`src/rtl/iram_arbiter.sv`:
```
// Two-port arbiter in front of the single synchronous-read IRAM port.
// Fetch (F) has priority; a saturating wait counter forces a debug (D)
// grant once D has been refused MAX_WAIT consecutive cycles.
//
// Handshake: a requester holds Req/Addr stable until it sees Gnt high in
// the same cycle; each cycle with Gnt high is exactly one accepted read,
// and Req still high afterwards is a new request. Rvalid is high exactly
// one cycle after the Gnt and cannot be stalled; Rdata is valid only in
// that cycle and reads as zero otherwise.
module iram_arbiter #(
  parameter int N        = 32,
  parameter int K        = 512,
  parameter int MAX_WAIT = 4,
  localparam int AW      = $clog2(K)
) (
  input  logic          Clk,
  input  logic          Rst,
  input  logic          F_Req,
  input  logic [AW-1:0] F_Addr,
  output logic          F_Gnt,
  output logic          F_Rvalid,
  output logic [N-1:0]  F_Rdata,
  input  logic          D_Req,
  input  logic [AW-1:0] D_Addr,
  output logic          D_Gnt,
  output logic          D_Rvalid,
  output logic [N-1:0]  D_Rdata,
  output logic [AW-1:0] Iram_Addr,
  input  logic [N-1:0]  Iram_Data,
  output logic [1:0]    dbg_owner,
  output logic [7:0]    dbg_wait_cnt
);

  localparam logic [7:0] MAX_W = 8'(MAX_WAIT);

  typedef enum logic [1:0] {
    IDLE  = 2'd0,
    OWN_F = 2'd1,
    OWN_D = 2'd2
  } owner_t;

  owner_t     owner;
  logic [7:0] wait_cnt;

  // Priority arbitration: starved debug first, then fetch, then debug.
  always_comb begin
    F_Gnt = 1'b0;
    D_Gnt = 1'b0;
    if (D_Req && (wait_cnt == MAX_W)) begin
      D_Gnt = 1'b1;
    end else if (F_Req) begin
      F_Gnt = 1'b1;
    end else if (D_Req) begin
      D_Gnt = 1'b1;
    end
  end

  // IRAM address follows fetch unless debug owns this cycle's read.
  always_comb begin
    Iram_Addr = D_Gnt ? D_Addr : F_Addr;
  end

  // Count consecutive refused debug cycles, saturating at MAX_WAIT.
  always_ff @(posedge Clk or negedge Rst) begin
    if (!Rst) begin
      wait_cnt <= 8'd0;
    end else if (!D_Req || D_Gnt) begin
      wait_cnt <= 8'd0;
    end else if (wait_cnt < MAX_W) begin
      wait_cnt <= wait_cnt + 8'd1;
    end
  end

  // Owner FSM: remembers who issued the read now returning from the IRAM.
  always_ff @(posedge Clk or negedge Rst) begin
    if (!Rst) begin
      owner    <= IDLE;
      F_Rvalid <= 1'b0;
      D_Rvalid <= 1'b0;
    end else begin
      if (F_Gnt) begin
        owner <= OWN_F;
      end else if (D_Gnt) begin
        owner <= OWN_D;
      end else begin
        owner <= IDLE;
      end
      F_Rvalid <= F_Gnt;
      D_Rvalid <= D_Gnt;
    end
  end

  // Zero-gate the shared read data toward each requester.
  always_comb begin
    F_Rdata = F_Rvalid ? Iram_Data : '0;
    D_Rdata = D_Rvalid ? Iram_Data : '0;
  end

  // Debug visibility of internal state.
  always_comb begin
    dbg_owner    = owner;
    dbg_wait_cnt = wait_cnt;
  end

endmodule

```
`config.mk`:
```
export PLATFORM = sky130hd
export DESIGN_NAME = iram_arbiter
export DESIGN_NICKNAME = d
export VERILOG_FILES = /design/src/rtl/iram_arbiter.sv
export SDC_FILE = /design/constraint.sdc
export NUM_CORES = 1
export LEC_CHECK = 0
export CORE_MARGIN = 2
export CORE_UTILIZATION = 23
export CTS_CLUSTER_DIAMETER = 200
export DETAILED_ROUTE_END_ITERATION = 8
export MAX_ROUTING_LAYER = met4
export PLACE_DENSITY = 0.87
export RECOVER_POWER = 50
export SLEW_MARGIN = 20
export SYNTH_ARGS = -nofsm -noshare
export SYNTH_HDL_FRONTEND = slang
export SYNTH_SLANG_ARGS = --single-unit
```
`constraint.sdc`:
```
create_clock -name Clk -period 1.7 [get_ports Clk]
set_input_delay 0.34 -clock Clk [delete_from_list [all_inputs] [get_ports Clk]]
set_output_delay 0.34 -clock Clk [all_outputs]
set_load 0.03 [all_outputs]
```
==> flow_summary.ini, run 1 <==
[setup_path]
worst_ep_arrival_time_ns = 1.71
ff2ff_path_depth = 5
critPathTopFamily = flip-flops
critPathKind = flip-flop to output port
reg2reg_setup_slack_ns = 0.10
rr_startpoint = dbg_wait_cnt[6]
worstPathMaxFanout = 5
slowest_delay_ns = 0.42
startpoint_type = flip-flop
cp_cell_sequence = nor3_4 > a41oi_4 > clkbuf_16 > mux2_4 > buf_6
critPathSlowestCell = dfrtp_2
worstPathRequired_ns = 1.36
end_kind = output port
path_buf_inv = 2
reg2reg_to = dbg_wait_cnt[1]

[cts]
cts_buffer_depth = 2
clk_pin_slew_ns = 0.05
root_buffer = clkbuf_8
cts.sinks = 11
cts_tree = done
clk_latency_ns = 0.24
hold_buffers = 0
numCtsBuffers = 3
htreeDepth = 1

[logic_synthesis]
ys_top_cells_by_area = and2_1 (37%), dfrtp_1 (25%), mux2_4 (11%), and3_1 (2.9%), a41oi_4 (2.5%)
synthArstFlopShare_pct = 100
yosys_warnings = 0
synth_top_area_share_pct = 37.1
synth_area_leader_cell = and2_1
synth_edf_count = 0
synth_area_per_cell_sq_um = 8.85
synth_cell_types = 24
synth-seq-cells = 11
syn_nets = 178
mappedNetlistArea_sq_um = 1080
syn_inst = 122
ys.flop_type = dfrtp_1
yosysMostFrequentCell = and2_1
yosysSeqAreaShare_pct = 25.5
synth_common_cells = and2_1 (64), dfrtp_1 (11), mux2_4 (8)

[timing]
fin_ws_ns = -0.348
tightest_slew_ns = 0.497
grt_setup_unrepaired = true
fmaxAchievable_ghz = 0.488
min_period_ns = 2.05
maxSlewViolCount = 0
fin_crit_sh_pct = 120
fin_skew_ns = 0.00531
hold_viol = 0
report.final.setup_viol = 11
slew_headroom_pct = 66.8

[power]
vdd_drop_max_mv = 0.338
power_density_nw_per_um2 = 452
cellLeakagePower_nw = 1.35

[detailed_routing]
routed_wirelength_microns = 4230
dr_total_vias = 1466
viasPerCell = 4.34
drtPass1Iterations = 4
drt_iter0_markers = 24
wire_per_inst_microns = 12.5
drtAntennaViolNets = 0
drc_errors = 0

[place]
port_buffers = 140
place_hpwl_microns = 3510
gp_congestion = 0.789
placed_area_sq_um = 2540

[floorplan]
core_sq_um = 4440
die-area_sq_um = 5260
die_width_microns = 72.5
io_pins = 141
rows = 24
die_height_microns = 72.5
start_util_pct = 24.3

[global_routing]
antenna_found_initial = 0
grt_pass1_vias = 1428
grt_max_degree = 34
grt_pass1_wl_microns = 6410
grt_overflow = 0
grt_use_total_pct = 15.3

[run]
cap_violations = 0

[layout]
design_area_sq_um = 2650
insertedDiodeCount = 0
final_core_util_pct = 59.6
nets = 343
area_growth_pct = 145
drive_gt1_share_pct = 46.5

[status]
status = finished, violations left
violations = setup timing

[hold_path]
hp-class = primary input to asynchronous set/reset pin
## registers in the layout, summed over array words and instances (netlist names)
name and cells:
D_Rvalid 1, dbg_wait_cnt 8, dbg_owner 2
## report_power, final
group | total (mW) | switching (mW) | internal (mW)
registers | 0.273 | 0.00427 | 0.269
logic | 0.668 | 0.337 | 0.331
clock network | 0.257 | 0.0958 | 0.161
total | 1.20 | 0.437 | 0.761
## worst max-delay path by stage
stage | start | endpoint | slack [ns] | cells past startpoint
2_1_floorplan | dbg_wait_cnt[7] | Iram_Addr[0] | -0.04 | 4
3_3_place_gp | D_Req | Iram_Addr[8] | -0.88 | 6
3_5_place_dp | D_Req | Iram_Addr[8] | -0.93 | 6
4_1_cts | dbg_wait_cnt[3] | Iram_Addr[6] | -0.38 | 5
5_1_grt | dbg_wait_cnt[3] | Iram_Addr[2] | -0.40 | 5
6_report | dbg_wait_cnt[3] | Iram_Addr[2] | -0.35 | 5
## layout make-up
class | count | area, sq um
Inverter | 6 | 25.0
Sequential cell | 11 | 285
Clock buffer | 3 | 41.3
Multi-Input combinational cell | 97 | 785
Clock inverter | 1 | 5.00
Tap cell | 52 | 65.1
Timing Repair Buffer | 168 | 1440
Fill cell | 385 | 1790
## layer usage
layer / vias to the layer above / GRT usage [%] / share of wire (%)
met5: - / - / 0
met4: 0 / 2.88 / 0.31
met3: 2 / 3.89 / 11
met2: 91 / 30.2 / 55
met1: 642 / 14.8 / 34
li1: 731 / - / -
## repair_timing
action,4_1_cts,5_1_grt
endpoints found under the setup margin,19,11
pin swaps,4,2
gates cloned,1,0
buffers inserted,4,2
gates resized for setup,84,3
## per-stage QoR
stage | worst slack [ns] | TNS, ns | total power [mW] | std cells | hold slack [ns]
floorplan | -0.0390 | -0.312 | 0.605 | 122 | 0.0444
global placement | -0.882 | -8.10 | 0.928 | 327 | 0.594
detailed placement | -0.934 | -8.62 | 0.935 | 327 | 0.605
CTS | -0.380 | -3.89 | 1.22 | 336 | 0.450
global route | -0.399 | -7.51 | 1.26 | 338 | 0.550
finish | -0.348 | -3.49 | 1.20 | 338 | 0.507
## kinds of logic (layout without fill, tap and decap cells)
family / after synthesis / after routing / synth area share, %
simple gates: 79 / 79 / 46.6
compound gates: 7 / 7 / 7.53
buf+inv: 14 / 178 / 5.91
flops: 11 / 11 / 25.5
fa+ha+maj: 2 / 2 / 2.32
mux: 9 / 9 / 12.2
## cell usage in the layout (no fill, tap or decap), types with 2 or more instances in the layout
| cell | instances |
|---|---|
| buf_4 | 78 |
| clkbuf_1 | 8 |
| clkbuf_2 | 2 |
| and2_1 | 61 |
| dlygate4sd2_1 | 10 |
| o32ai_1 | 2 |
| clkbuf_8 | 3 |
| dfrtp_2 | 8 |
| nand2_1 | 2 |
| clkdlybuf4s50_1 | 51 |
| and3_1 | 5 |
| and2_0 | 3 |
| buf_6 | 12 |
| inv_2 | 3 |
| dfrtp_1 | 3 |
| inv_1 | 2 |
| clkbuf_4 | 4 |
| mux2_4 | 9 |
No activity file was read; power rests on OpenSTA's default activity.
==> run 2: changes to the inputs <==
--- a/config.mk
+++ b/config.mk
@@ -9,7 +9,6 @@
 export CORE_UTILIZATION = 23
 export CTS_CLUSTER_DIAMETER = 200
 export DETAILED_ROUTE_END_ITERATION = 8
-export MAX_ROUTING_LAYER = met4
 export PLACE_DENSITY = 0.87
 export RECOVER_POWER = 50
 export SLEW_MARGIN = 20
==> run 2 against run 1 <==
The run still ends with setup timing left. Fmax about the same. Non-clock buffer count unchanged. Via count unchanged. Sequential power about the same. Setup slack about the same. Critical path type unchanged. Highest routed layer unchanged.
==> flow_summary.ini, run 2 (synthesized netlist as in run 1, its figures left out) <==
[setup_path]
critPathKind = flip-flop to output port
worstPathRequired_ns = 1.36
worstPathMaxFanout = 5
end_kind = output port
worst_ep_arrival_time_ns = 1.71
startpoint_type = flip-flop

[detailed_routing]
drtPass1Iterations = 4
drt_iter0_markers = 24
routed_wirelength_microns = 4230
drc_errors = 0
drtAntennaViolNets = 0
dr_total_vias = 1466
viasPerCell = 4.34
wire_per_inst_microns = 12.5

[power]
total_power_mw = 1.20
power_density_nw_per_um2 = 452
vdd_drop_max_mv = 0.338
p_clk_share_pct = 21.4
intPower_uw = 761
switching_share_pct = 36.5
seqPwrFrac_pct = 22.8
cellLeakagePower_nw = 1.35
p_comb_share_pct = 55.8
switchingPower_uw = 437

[layout]
nets = 343
seq_area_sq_um = 285
area_growth_pct = 145
insertedDiodeCount = 0
layout_commonest_cell = buf_4
final_cell_mix = buf_4 (78), and2_1 (61), clkdlybuf4s50_1 (51)
multi_input_area_sq_um = 785
largest_reg_flops = 8
num-fill-cells = 385
design_area_sq_um = 2650
drive_gt1_share_pct = 46.5

[timing]
fin_ws_ns = -0.348
hold_viol = 0
fin_crit_sh_pct = 120
fin_skew_ns = 0.00531
maxSlewViolCount = 0
grt_setup_unrepaired = true
min_period_ns = 2.05
fmaxAchievable_ghz = 0.488
tightest_slew_ns = 0.497
report.final.setup_viol = 11
slew_headroom_pct = 66.8

[global_routing]
antenna_found_initial = 0
grt_pass1_wl_microns = 6410
grt_pass1_vias = 1428
grt_max_degree = 34
grt_overflow = 0
grt_use_total_pct = 14.8

[cts]
root_buffer = clkbuf_8
clk_pin_slew_ns = 0.05
cts_tree = done
htreeDepth = 1
numCtsBuffers = 3
cts.sinks = 11
cts_buffer_depth = 2
clk_latency_ns = 0.24

[status]
status = finished, violations left
violations = setup timing

[place]
placed_area_sq_um = 2540
gp_congestion = 0.778
place_hpwl_microns = 3510
port_buffers = 140

[floorplan]
die_height_microns = 72.5
die-area_sq_um = 5260
die_width_microns = 72.5
rows = 24
start_util_pct = 24.3
io_pins = 141
core_sq_um = 4440

[run]
cap_violations = 0

[hold_path]
hp-class = primary input to asynchronous set/reset pin
## run 2: cell counts in the layout (fill, tap and decap cells not counted)
No cell type changed its count.
## run 2: timing repair
| item | 4_1_cts | 5_1_grt |
|---|---|---|
| gates cloned | 1 | 0 |
| setup endpoints to repair | 19 | 11 |
| hold buffers | 0 | 0 |
| pin swaps | 4 | 2 |
| gates resized for setup | 84 | 3 |
| buffers inserted | 4 | 2 |
## run 2: final timing paths
kind                                  from              end  slack (ns)  cells past startpoint
setup / recovery           dbg_wait_cnt[3]     Iram_Addr[2]       -0.35                      5
max in group asynchronous              Rst  dbg_wait_cnt[5]        0.83                      1
min in group Clk           dbg_wait_cnt[0]  dbg_wait_cnt[0]        0.61                      2
setup reg to reg           dbg_wait_cnt[6]  dbg_wait_cnt[1]        0.10                      5
hold reg to reg            dbg_wait_cnt[0]  dbg_wait_cnt[0]        0.61                      2
hold / removal                         Rst     dbg_owner[0]        0.51                      1
## run 2: critical path, stage by stage, from the launching register on
cell,delay (ns)
dfrtp_2,0.42
nor3_4,0.25
a41oi_4,0.18
clkbuf_16,0.20
mux2_4,0.30
buf_6,0.14
## run 2: power by group through the flow
stage          clock network [mW]  logic (mW)  registers (mW)
2_1_floorplan                   0       0.314           0.291
3_3_place_gp                    0       0.650           0.278
3_5_place_dp                    0       0.657           0.278
4_1_cts                     0.263       0.679           0.274
5_1_grt                     0.281       0.706           0.274
6_report                    0.257       0.668           0.273
## run 2: area by class of cell
| cell class | instances | area share, % |
|---|---|---|
| Inverter | 6 | 0.944 |
| Timing Repair Buffer | 168 | 54.5 |
| Clock buffer | 3 | 1.56 |
| Clock inverter | 1 | 0.189 |
| Tap cell | 52 | 2.46 |
| Sequential cell | 11 | 10.8 |
| Multi-Input combinational cell | 97 | 29.6 |
## run 2: stage by stage
stage / setup TNS, ns / hold WS [ns] / util, % / instances / setup WS (ns)
floorplan: -0.312 / 0.0444 / - / 122 / -0.0390
global placement: -8.10 / 0.594 / 57.2 / 327 / -0.882
detailed placement: -8.62 / 0.605 / 57.2 / 327 / -0.934
CTS: -3.89 / 0.450 / 60.5 / 336 / -0.380
global route: -7.51 / 0.550 / 59.6 / 338 / -0.399
finish: -3.49 / 0.507 / 59.6 / 338 / -0.348
## run 2: layer usage
metal	track usage, %	up-vias	routed length [microns]
met1	14.6	642	1400
met5	0	-	0
met2	30.2	91	2340
li1	-	731	-
met4	2.88	0	13
met3	4.31	2	471
